===== src/rtl/pll_seq_pkg.sv =====
// Shared types and helpers for the PLL reset sequencer and related reset logic.
package pll_seq_pkg;

   typedef enum logic [2:0] {
      PRST,
      WAIT,
      STABLE,
      RUN,
      FAIL
   } state_t;

   // Width needed for a counter that must hold the value n.
   function automatic int unsigned cw(input int unsigned n);
      return $unsigned($clog2(n + 1));
   endfunction

endpackage


===== src/rtl/sync_2ff.sv =====
// Two-flop single-bit synchronizer for asynchronous status inputs; clears to 0.
module sync_2ff (
   input  logic clk,
   input  logic rst,
   input  logic d,
   output logic q
);

   logic meta;

   always_ff @(posedge clk) begin
      if (rst) begin
         meta <= 1'b0;
         q    <= 1'b0;
      end else begin
         meta <= d;
         q    <= meta;
      end
   end

endmodule


===== src/rtl/pll_reset_sequencer.sv =====
// PLL start-up sequencer: pulses the PLL reset, qualifies lock, releases the system
// reset after a stable-lock window, retries on timeout and re-sequences on lock loss.
module pll_reset_sequencer
   import pll_seq_pkg::*;
#(
   parameter int unsigned RST_PULSE_CYCLES   = 16,
   parameter int unsigned LOCK_TIMEOUT       = 100000,
   parameter int unsigned LOCK_STABLE_CYCLES = 1024,
   parameter int unsigned LOSS_FILTER        = 4,
   parameter int unsigned MAX_RETRIES        = 3
) (
   input  logic       refclk,
   input  logic       rst,
   input  logic       pll_locked,
   output logic       pll_rst,
   output logic       sys_rst,
   output logic       ready,
   output logic       fail,
   output logic [3:0] retry_cnt,
   output logic [7:0] lock_loss_cnt
);

   localparam int unsigned PW = cw(RST_PULSE_CYCLES);
   localparam int unsigned TW = cw(LOCK_TIMEOUT);
   localparam int unsigned SW = cw(LOCK_STABLE_CYCLES);
   localparam int unsigned LW = cw(LOSS_FILTER);

   if (MAX_RETRIES > 15 || RST_PULSE_CYCLES < 1 || LOCK_TIMEOUT < 1 ||
       LOCK_STABLE_CYCLES < 1 || LOSS_FILTER < 1) begin : g_param_check
      $error("pll_reset_sequencer: parameter out of range");
   end

   state_t        state_q, state_d;
   logic [PW-1:0] pulse_q, pulse_d;
   logic [TW-1:0] timer_q, timer_d;
   logic [SW-1:0] stable_q, stable_d;
   logic [LW-1:0] loss_q, loss_d;
   logic [3:0]    retry_d;
   logic [7:0]    lock_loss_d;
   logic          lk;

   sync_2ff u_lock_sync (
      .clk (refclk),
      .rst (rst),
      .d   (pll_locked),
      .q   (lk)
   );

   // Counters idle at zero outside their own state, so every entry starts fresh.
   always_comb begin
      state_d     = state_q;
      pulse_d     = '0;
      timer_d     = '0;
      stable_d    = '0;
      loss_d      = '0;
      retry_d     = retry_cnt;
      lock_loss_d = lock_loss_cnt;

      case (state_q)
         PRST: begin
            if (pulse_q == PW'(RST_PULSE_CYCLES - 1)) state_d = WAIT;
            else                                       pulse_d = pulse_q + PW'(1);
         end
         WAIT: begin
            // Lock seen on the timeout cycle still counts as lock.
            if (lk) begin
               if (LOCK_STABLE_CYCLES <= 1) begin
                  state_d = RUN;
               end else begin
                  state_d  = STABLE;
                  stable_d = SW'(1);
               end
            end else if (timer_q == TW'(LOCK_TIMEOUT - 1)) begin
               if (retry_cnt == 4'(MAX_RETRIES)) begin
                  state_d = FAIL;
               end else begin
                  state_d = PRST;
                  retry_d = retry_cnt + 4'd1;
               end
            end else begin
               timer_d = timer_q + TW'(1);
            end
         end
         STABLE: begin
            if (!lk)                                              state_d = WAIT;
            else if (stable_q == SW'(LOCK_STABLE_CYCLES - 1))     state_d = RUN;
            else                                                  stable_d = stable_q + SW'(1);
         end
         RUN: begin
            if (!lk) begin
               if (loss_q == LW'(LOSS_FILTER - 1)) begin
                  state_d = PRST;
                  if (lock_loss_cnt != 8'hFF) lock_loss_d = lock_loss_cnt + 8'd1;
               end else begin
                  loss_d = loss_q + LW'(1);
               end
            end
         end
         FAIL:    state_d = FAIL;
         default: state_d = PRST;
      endcase

      if (state_d == RUN && state_q != RUN) retry_d = '0;
   end

   // Outputs decode the next state so they move on the same edge as the state.
   always_ff @(posedge refclk) begin
      if (rst) begin
         state_q       <= PRST;
         pulse_q       <= '0;
         timer_q       <= '0;
         stable_q      <= '0;
         loss_q        <= '0;
         retry_cnt     <= '0;
         lock_loss_cnt <= '0;
         pll_rst       <= 1'b1;
         sys_rst       <= 1'b1;
         ready         <= 1'b0;
         fail          <= 1'b0;
      end else begin
         state_q       <= state_d;
         pulse_q       <= pulse_d;
         timer_q       <= timer_d;
         stable_q      <= stable_d;
         loss_q        <= loss_d;
         retry_cnt     <= retry_d;
         lock_loss_cnt <= lock_loss_d;
         pll_rst       <= (state_d == PRST) || (state_d == FAIL);
         sys_rst       <= (state_d != RUN);
         ready         <= (state_d == RUN);
         fail          <= (state_d == FAIL);
      end
   end

endmodule


===== config.mk =====
export PLATFORM = sky130hd
export DESIGN_NAME = pll_reset_sequencer
export DESIGN_NICKNAME = d
export VERILOG_FILES = /design/src/rtl/pll_seq_pkg.sv /design/src/rtl/sync_2ff.sv /design/src/rtl/pll_reset_sequencer.sv
export SDC_FILE = /design/constraint.sdc
export NUM_CORES = 1
export LEC_CHECK = 0
export ABC_CLOCK_PERIOD_IN_PS = 2400
export BUFFER_PORTS_ARGS = -buffer_cell sky130_fd_sc_hd__buf_2
export CAP_MARGIN = 15
export CORE_MARGIN = 5
export CORE_UTILIZATION = 53
export CTS_CLUSTER_DIAMETER = 60
export DETAILED_ROUTE_END_ITERATION = 7
export PLACE_DENSITY = 0.74
export SETUP_SLACK_MARGIN = 0.05
export SLEW_MARGIN = 25
export SYNTH_ARGS = -nofsm -noshare
export SYNTH_HDL_FRONTEND = slang
export SYNTH_SLANG_ARGS = --single-unit

===== constraint.sdc =====
create_clock -name refclk -period 2.4 [get_ports refclk]
set_clock_uncertainty 0.2 [all_clocks]
set_input_delay 0.24 -clock refclk [delete_from_list [all_inputs] [get_ports refclk]]
set_output_delay 0.24 -clock refclk [all_outputs]
set_load 0.01 [all_outputs]

==> impl_metrics.yaml, run 1 <==
grt:
  grt_max_degree: 18
  grt_pass1_wl_um: 8090
  grt_use_total_pct: 16.6
  overflow: 0
  antenna_found_initial: 0
  grt_pass1_vias: 1877
sta:
  slew_headroom_pct: 69.1
  hold_violations: 0
  slew_violations: 0
  tightest_slew_ps: 459
  whs_ps: 80.1
  setup_viol: 0
  rsz0062_at_grt: "true"
  worst_slack_ps: 87.1
  fmax_mhz: 432
  min_period_ps: 2310
  fin_crit_sh_pct: 96.4
  final.setup.tns_ps: 0
floorplanning:
  dieWidth_um: 78.9
  die_area_um2: 6230
  num_rows: 25
  fp.dieH_um: 78.9
  num_io_pins: 19
  initial_core_util_pct: 54.0
  core_um2: 4660
routing:
  vias_per_cell: 5.43
  first_iter_violations: 85
  drc: 0
  wl_um: 4810
  first_pass_iters: 4
  antenna_left: 0
  dr_total_vias: 2043
  wire_per_inst_um: 12.8
power_and_ir_drop:
  power.share.switching_pct: 21.0
  comb_power_share_pct: 1.2
  powerDensity_nw_per_um2: 633
  leakage_nw: 1.02
  peakVddDrop_mv: 0.456
  p_int_mw: 1.47
  netSwitchingPower_mw: 0.390
  pwr-share-seq_pct: 51.6
  pwr-share-clk_pct: 47.2
synthesis:
  synthCells: 289
  synth_seq_area_share_pct: 45.3
  synth_ff_type: "dfxtp_1"
  synth_warnings: 0
  syn_nets: 300
  ys_seq_elements: 57
  ys_types: 34
  synth-edff-count: 0
  syn_avg_cell_area_um2: 8.71
  synth_area_um2: 2520
  synthArstFlopShare_pct: 0
cells_and_area:
  drive_above_1_share_pct: 18.6
  num-nets-final: 328
  area_delta_synth_final_pct: 16.5
  final.fill_count: 401
  antenna_cells: 0
  fin_cells: 376
critical_path:
  cp.arrival_ps: 2380
  startpoint_type: "register"
  crit_type: "register to register"
  crit_fanout: 8
  cp-end-kind: "register"
  cp.required_ps: 2470
clock_tree:
  htreeDepth: 3
  tritoncts: "done"
  cts.sinks: 57
  cts_root_buffer: "clkbuf_8"
  clk_latency_ps: 330
  clk_pin_slew_ps: 70
  cts_buffers: 9
  clockBufferDepth: 2
placement:
  preCtsSetupSlack_ps: 18.6
  dpl.hpwl_um: 3370
  dp.cells: 358
  place_congestion: 0.864
  port_buffers: 18
run:
  maxCapViolations: 0
run_status:
  outcome: "complete, no violations"
worst_hold_path:
  hp-class: "input port to register"
[synthesized netlist by cell type, drive strengths merged (4+ instances only)]
library cell	number	area [um^2]
clkbuf	8	30.0
and4	4	35.0
or3	11	68.8
and3	5	31.3
dfxtp	57	1140
nand3	15	75.1
ha	8	100
nand2	16	60.1
xor2	9	78.8
nor2	40	150
nor2b	6	37.5
a21oi	19	95.1
inv	12	45.0
xnor2	14	123
nor3	6	30.0
nand4	7	43.8
o31ai	5	37.5
or4	6	45.0
or4b	4	40.0
or3b	4	35.0
o21ai	12	60.1
[cell usage in the layout, fill, tap and decap left out, drive strengths merged, types with 4 or more instances in the layout]
master and instances:
o21ai 12, a21oi 19, or3 11, inv 12
nand2 16, or4 6, and3 5, xor2 9
or4b 4, xnor2 14, ha 8, nor2 40
nand3 15, nor3 6, clkbuf 11, and4 4
or3b 4, nand4 7, dfxtp 57, o31ai 5
buf 26, nor2b 6
[cell families (layout without fill, tap and decap cells)]
| family | after synthesis | in the layout | synth area share, % |
|---|---|---|---|
| buffers and inverters | 22 | 55 | 3.38 |
| adder cells (fa/ha/maj) | 8 | 8 | 3.98 |
| flip-flops | 57 | 57 | 45.3 |
| AO/OA/AOI/OAI | 43 | 43 | 9.84 |
| AND/OR/NAND/NOR | 136 | 136 | 29.5 |
| XOR/XNOR | 23 | 23 | 8.00 |
[repair_timing]
| item | CTS | global route |
|---|---|---|
| hold endpoints to repair | 1 | 0 |
| buffers inserted | 0 | 1 |
| hold buffers | 1 | 0 |
| endpoints found under the setup margin | 3 | 23 |
| resized for setup | 1 | 8 |
| pin swaps | 0 | 2 |
[registers in the layout, summed over array words and instances, names as in the netlist]
register,flops
state_q,3
lock_loss_cnt,8
stable_q,11
sys_rst,1
loss_q,3
pll_rst,1
timer_q,17
u_lock_sync.meta,1
retry_cnt,4
ready,1
pulse_q,5
fail,1
u_lock_sync.q,1
[path summary, 6_finish.rpt]
check / start / endpoint / slack, ps / cells past startpoint
worst max-delay path: timer_q[11] / retry_cnt[3] / 90 / 4
worst min-delay path: rst / u_lock_sync.q / 80 / 2
worst max register to register: timer_q[11] / retry_cnt[3] / 90 / 4
worst min register to register: loss_q[0] / loss_q[0] / 220 / 1
[worst max-delay path, cell delays in order, from the launching register on]
cell and delay [ps]:
dfxtp_2 340, or4b_4 530, or4_4 590, or4_4 430, a21oi_2 150
[power by group through the flow]
stage                     Clock, mW  Sequential (mW)  Combinational, mW
after global routing          0.942            0.957             0.0250
after CTS                     0.899            0.957             0.0222
final                         0.877            0.957             0.0219
after detailed placement          0            0.978             0.0209
after global placement            0            0.978             0.0202
after floorplan                   0            0.976             0.0160
[metrics by stage]
stage	utilization [%]	total power, mW	instance area, um^2
after floorplan	-	0.992	2520
after global placement	57.7	0.998	2690
after detailed placement	57.7	0.999	2690
after CTS	62.2	1.88	2900
after global routing	62.9	1.92	2930
final	62.9	1.86	2930
[cell type report]
class	instances	area [um^2]	share of cell area (%)
multi-input combinational	210	1320	44.9
clock buffer	11	141	4.82
sequential	57	1150	39.1
tap	54	67.6	2.30
inverter	12	45.0	1.54
clock inverter	5	55.1	1.88
timing repair buffer	27	160	5.46
[routing by layer]
metal | global-route usage, % | vias up | share of wire, %
met5 | 0 | - | 0
met1 | 18.2 | 937 | 45
li1 | - | 1074 | -
met4 | 5.67 | 0 | 1.5
met3 | 6.92 | 9 | 4.0
met2 | 28.9 | 23 | 49
No activity file was read; power rests on OpenSTA's default activity.
==> run 2, diff against run 1 <==
--- a/config.mk
+++ b/config.mk
@@ -9,11 +9,10 @@
 export BUFFER_PORTS_ARGS = -buffer_cell sky130_fd_sc_hd__buf_2
 export CAP_MARGIN = 15
 export CORE_MARGIN = 5
-export CORE_UTILIZATION = 53
+export CORE_UTILIZATION = 45
 export CTS_CLUSTER_DIAMETER = 60
 export DETAILED_ROUTE_END_ITERATION = 7
-export PLACE_DENSITY = 0.74
-export SETUP_SLACK_MARGIN = 0.05
+export SETUP_SLACK_MARGIN = 0.02
 export SLEW_MARGIN = 25
 export SYNTH_ARGS = -nofsm -noshare
 export SYNTH_HDL_FRONTEND = slang
==> impl_metrics.yaml, run 2 (synthesis results as in run 1) <==
clock_tree:
  cts_buffers: 9
  htreeDepth: 3
  cts.sinks: 57
  tritoncts: "done"
  cts_root_buffer: "clkbuf_8"
  clk_latency_ps: 330
  clk_pin_slew_ps: 70
  post_cts_buffers: 0
  clockBufferDepth: 2
floorplanning:
  initial_core_util_pct: 46.0
  dieWidth_um: 84.8
  core_um2: 5470
  num_rows: 27
  fp.dieH_um: 84.8
  die_area_um2: 7190
  num_io_pins: 19
placement:
  port_buffers: 18
  place_congestion: 0.750
  dpl.hpwl_um: 3380
  dp.cells: 381
cells_and_area:
  area_delta_synth_final_pct: 17.5
  fin_cells: 397
  largest_register: "timer_q"
  num-nets-final: 332
  drive_above_1_share_pct: 18.2
  final_core_util_pct: 54.0
  most-common-layout-cells: "56 x dfxtp_1, 40 x nor2_1, 19 x a21oi_1"
  antenna_cells: 0
  final_common_cell: "dfxtp_1"
  final.fill_count: 551
  largest_reg_flops: 17
  largest_registers: "timer_q: 17 flops, stable_q: 11 flops, lock_loss_cnt: 8 flops"
critical_path:
  r2r-start: "timer_q[12]"
  crit_type: "register to register"
  crit_end: "retry_cnt[3]"
  cp-end-kind: "register"
  cp.required_ps: 2460
  reg2reg_to: "retry_cnt[3]"
  reg2reg_depth: 4
  r2r_slack_ps: 30
  startpoint: "timer_q[12]"
  crit_fanout: 4
  cp.arrival_ps: 2420
  startpoint_type: "register"
power_and_ir_drop:
  powerDensity_nw_per_um2: 604
  peakVddDrop_mv: 0.299
  leakage_nw: 1.04
routing:
  wl_um: 4830
  first_pass_iters: 4
  vias_per_cell: 5.28
  dr_total_vias: 2097
  drc: 0
  first_iter_violations: 100
  antenna_left: 0
  wire_per_inst_um: 12.2
grt:
  grt_pass1_wl_um: 8470
  overflow: 0
  grt_use_total_pct: 14.6
  grt_pass1_vias: 1947
  antenna_found_initial: 0
  grt_max_degree: 18
sta:
  final.setup.tns_ps: 0
  min_period_ps: 2370
  rsz0062_at_grt: "true"
  hold_violations: 0
  setup_viol: 0
  slew_headroom_pct: 76.4
  fin_crit_sh_pct: 98.5
  slew_violations: 0
  tightest_slew_ps: 351
  fmax_mhz: 423
run_status:
  outcome: "complete, no violations"
run:
  maxCapViolations: 0
worst_hold_path:
  hp-class: "input port to register"
==> run 2: changes by cell type in the layout (fill, tap and decap cells not counted), moves of 2 or more <==
cell	delta
clkbuf_8	+2
buf_4	+4
clkinvlp_4	-2
dfxtp_2	-3
dfxtp_1	+3
==> run 2: worst min path at each step <==
| stage | from | endpoint | slack [ps] | cells after the start |
|---|---|---|---|---|
| 3_3_place_gp | loss_q[0] | loss_q[0] | 210 | 1 |
| 3_5_place_dp | loss_q[0] | loss_q[0] | 220 | 1 |
| 2_1_floorplan | rst | u_lock_sync.meta | 110 | 1 |
| 5_1_grt | rst | u_lock_sync.q | 110 | 2 |
| 4_1_cts | rst | u_lock_sync.q | 70 | 2 |
| 6_report | rst | u_lock_sync.q | 90 | 2 |
==> run 2: area by class of cell <==
type	count	area [um^2]	area share [%]
clock buffer	12	165	5.58
clock inverter	3	15.0	0.508
inverter	12	45.0	1.52
multi-input combinational	210	1310	44.3
sequential	57	1140	38.6
tap	72	90.1	3.05
timing repair buffer	31	190	6.43
==> run 2: worst max-delay path, cell delays in order, from the launching register on <==
cell and delay (ps):
dfxtp_1 310, or4b_4 530, or4_4 570, or4_1 520
a21oi_1 160
==> run 2: metrics by stage <==
stage | hold WS [ps] | power, mW | worst slack [ps] | instance area [um^2]
after floorplan | 112 | 0.992 | 27.7 | 2520
final | 90.7 | 1.79 | 34.9 | 2960
after global placement | 208 | 0.999 | 72.3 | 2750
after detailed placement | 219 | 1.00 | 12.5 | 2750
after global routing | 108 | 1.87 | 0.398 | 2960
after CTS | 71.3 | 1.82 | 24.0 | 2940
==> run 2: repair_timing <==
item,4_1_cts,5_1_grt
hold buffers,1,0
setup endpoints to repair,2,20
resized for setup,1,4
hold endpoints to repair,1,0
cloned,0,0
pin swaps,0,2
==> run 2: routing by layer <==
| layer | GRT usage, % | wire length, um | up-vias |
|---|---|---|---|
| met3 | 5.69 | 153 | 13 |
| li1 | - | - | 1081 |
| met5 | 0 | 0 | - |
| met2 | 24.3 | 2320 | 27 |
| met1 | 16.4 | 2220 | 976 |
| met4 | 6.76 | 133 | 0 |
==> run 2: power breakdown <==
group | switching, mW | total, mW | internal, mW
sequential | 0.00445 | 0.957 | 0.952
combinational | 0.0132 | 0.0233 | 0.0101
clock | 0.360 | 0.807 | 0.448
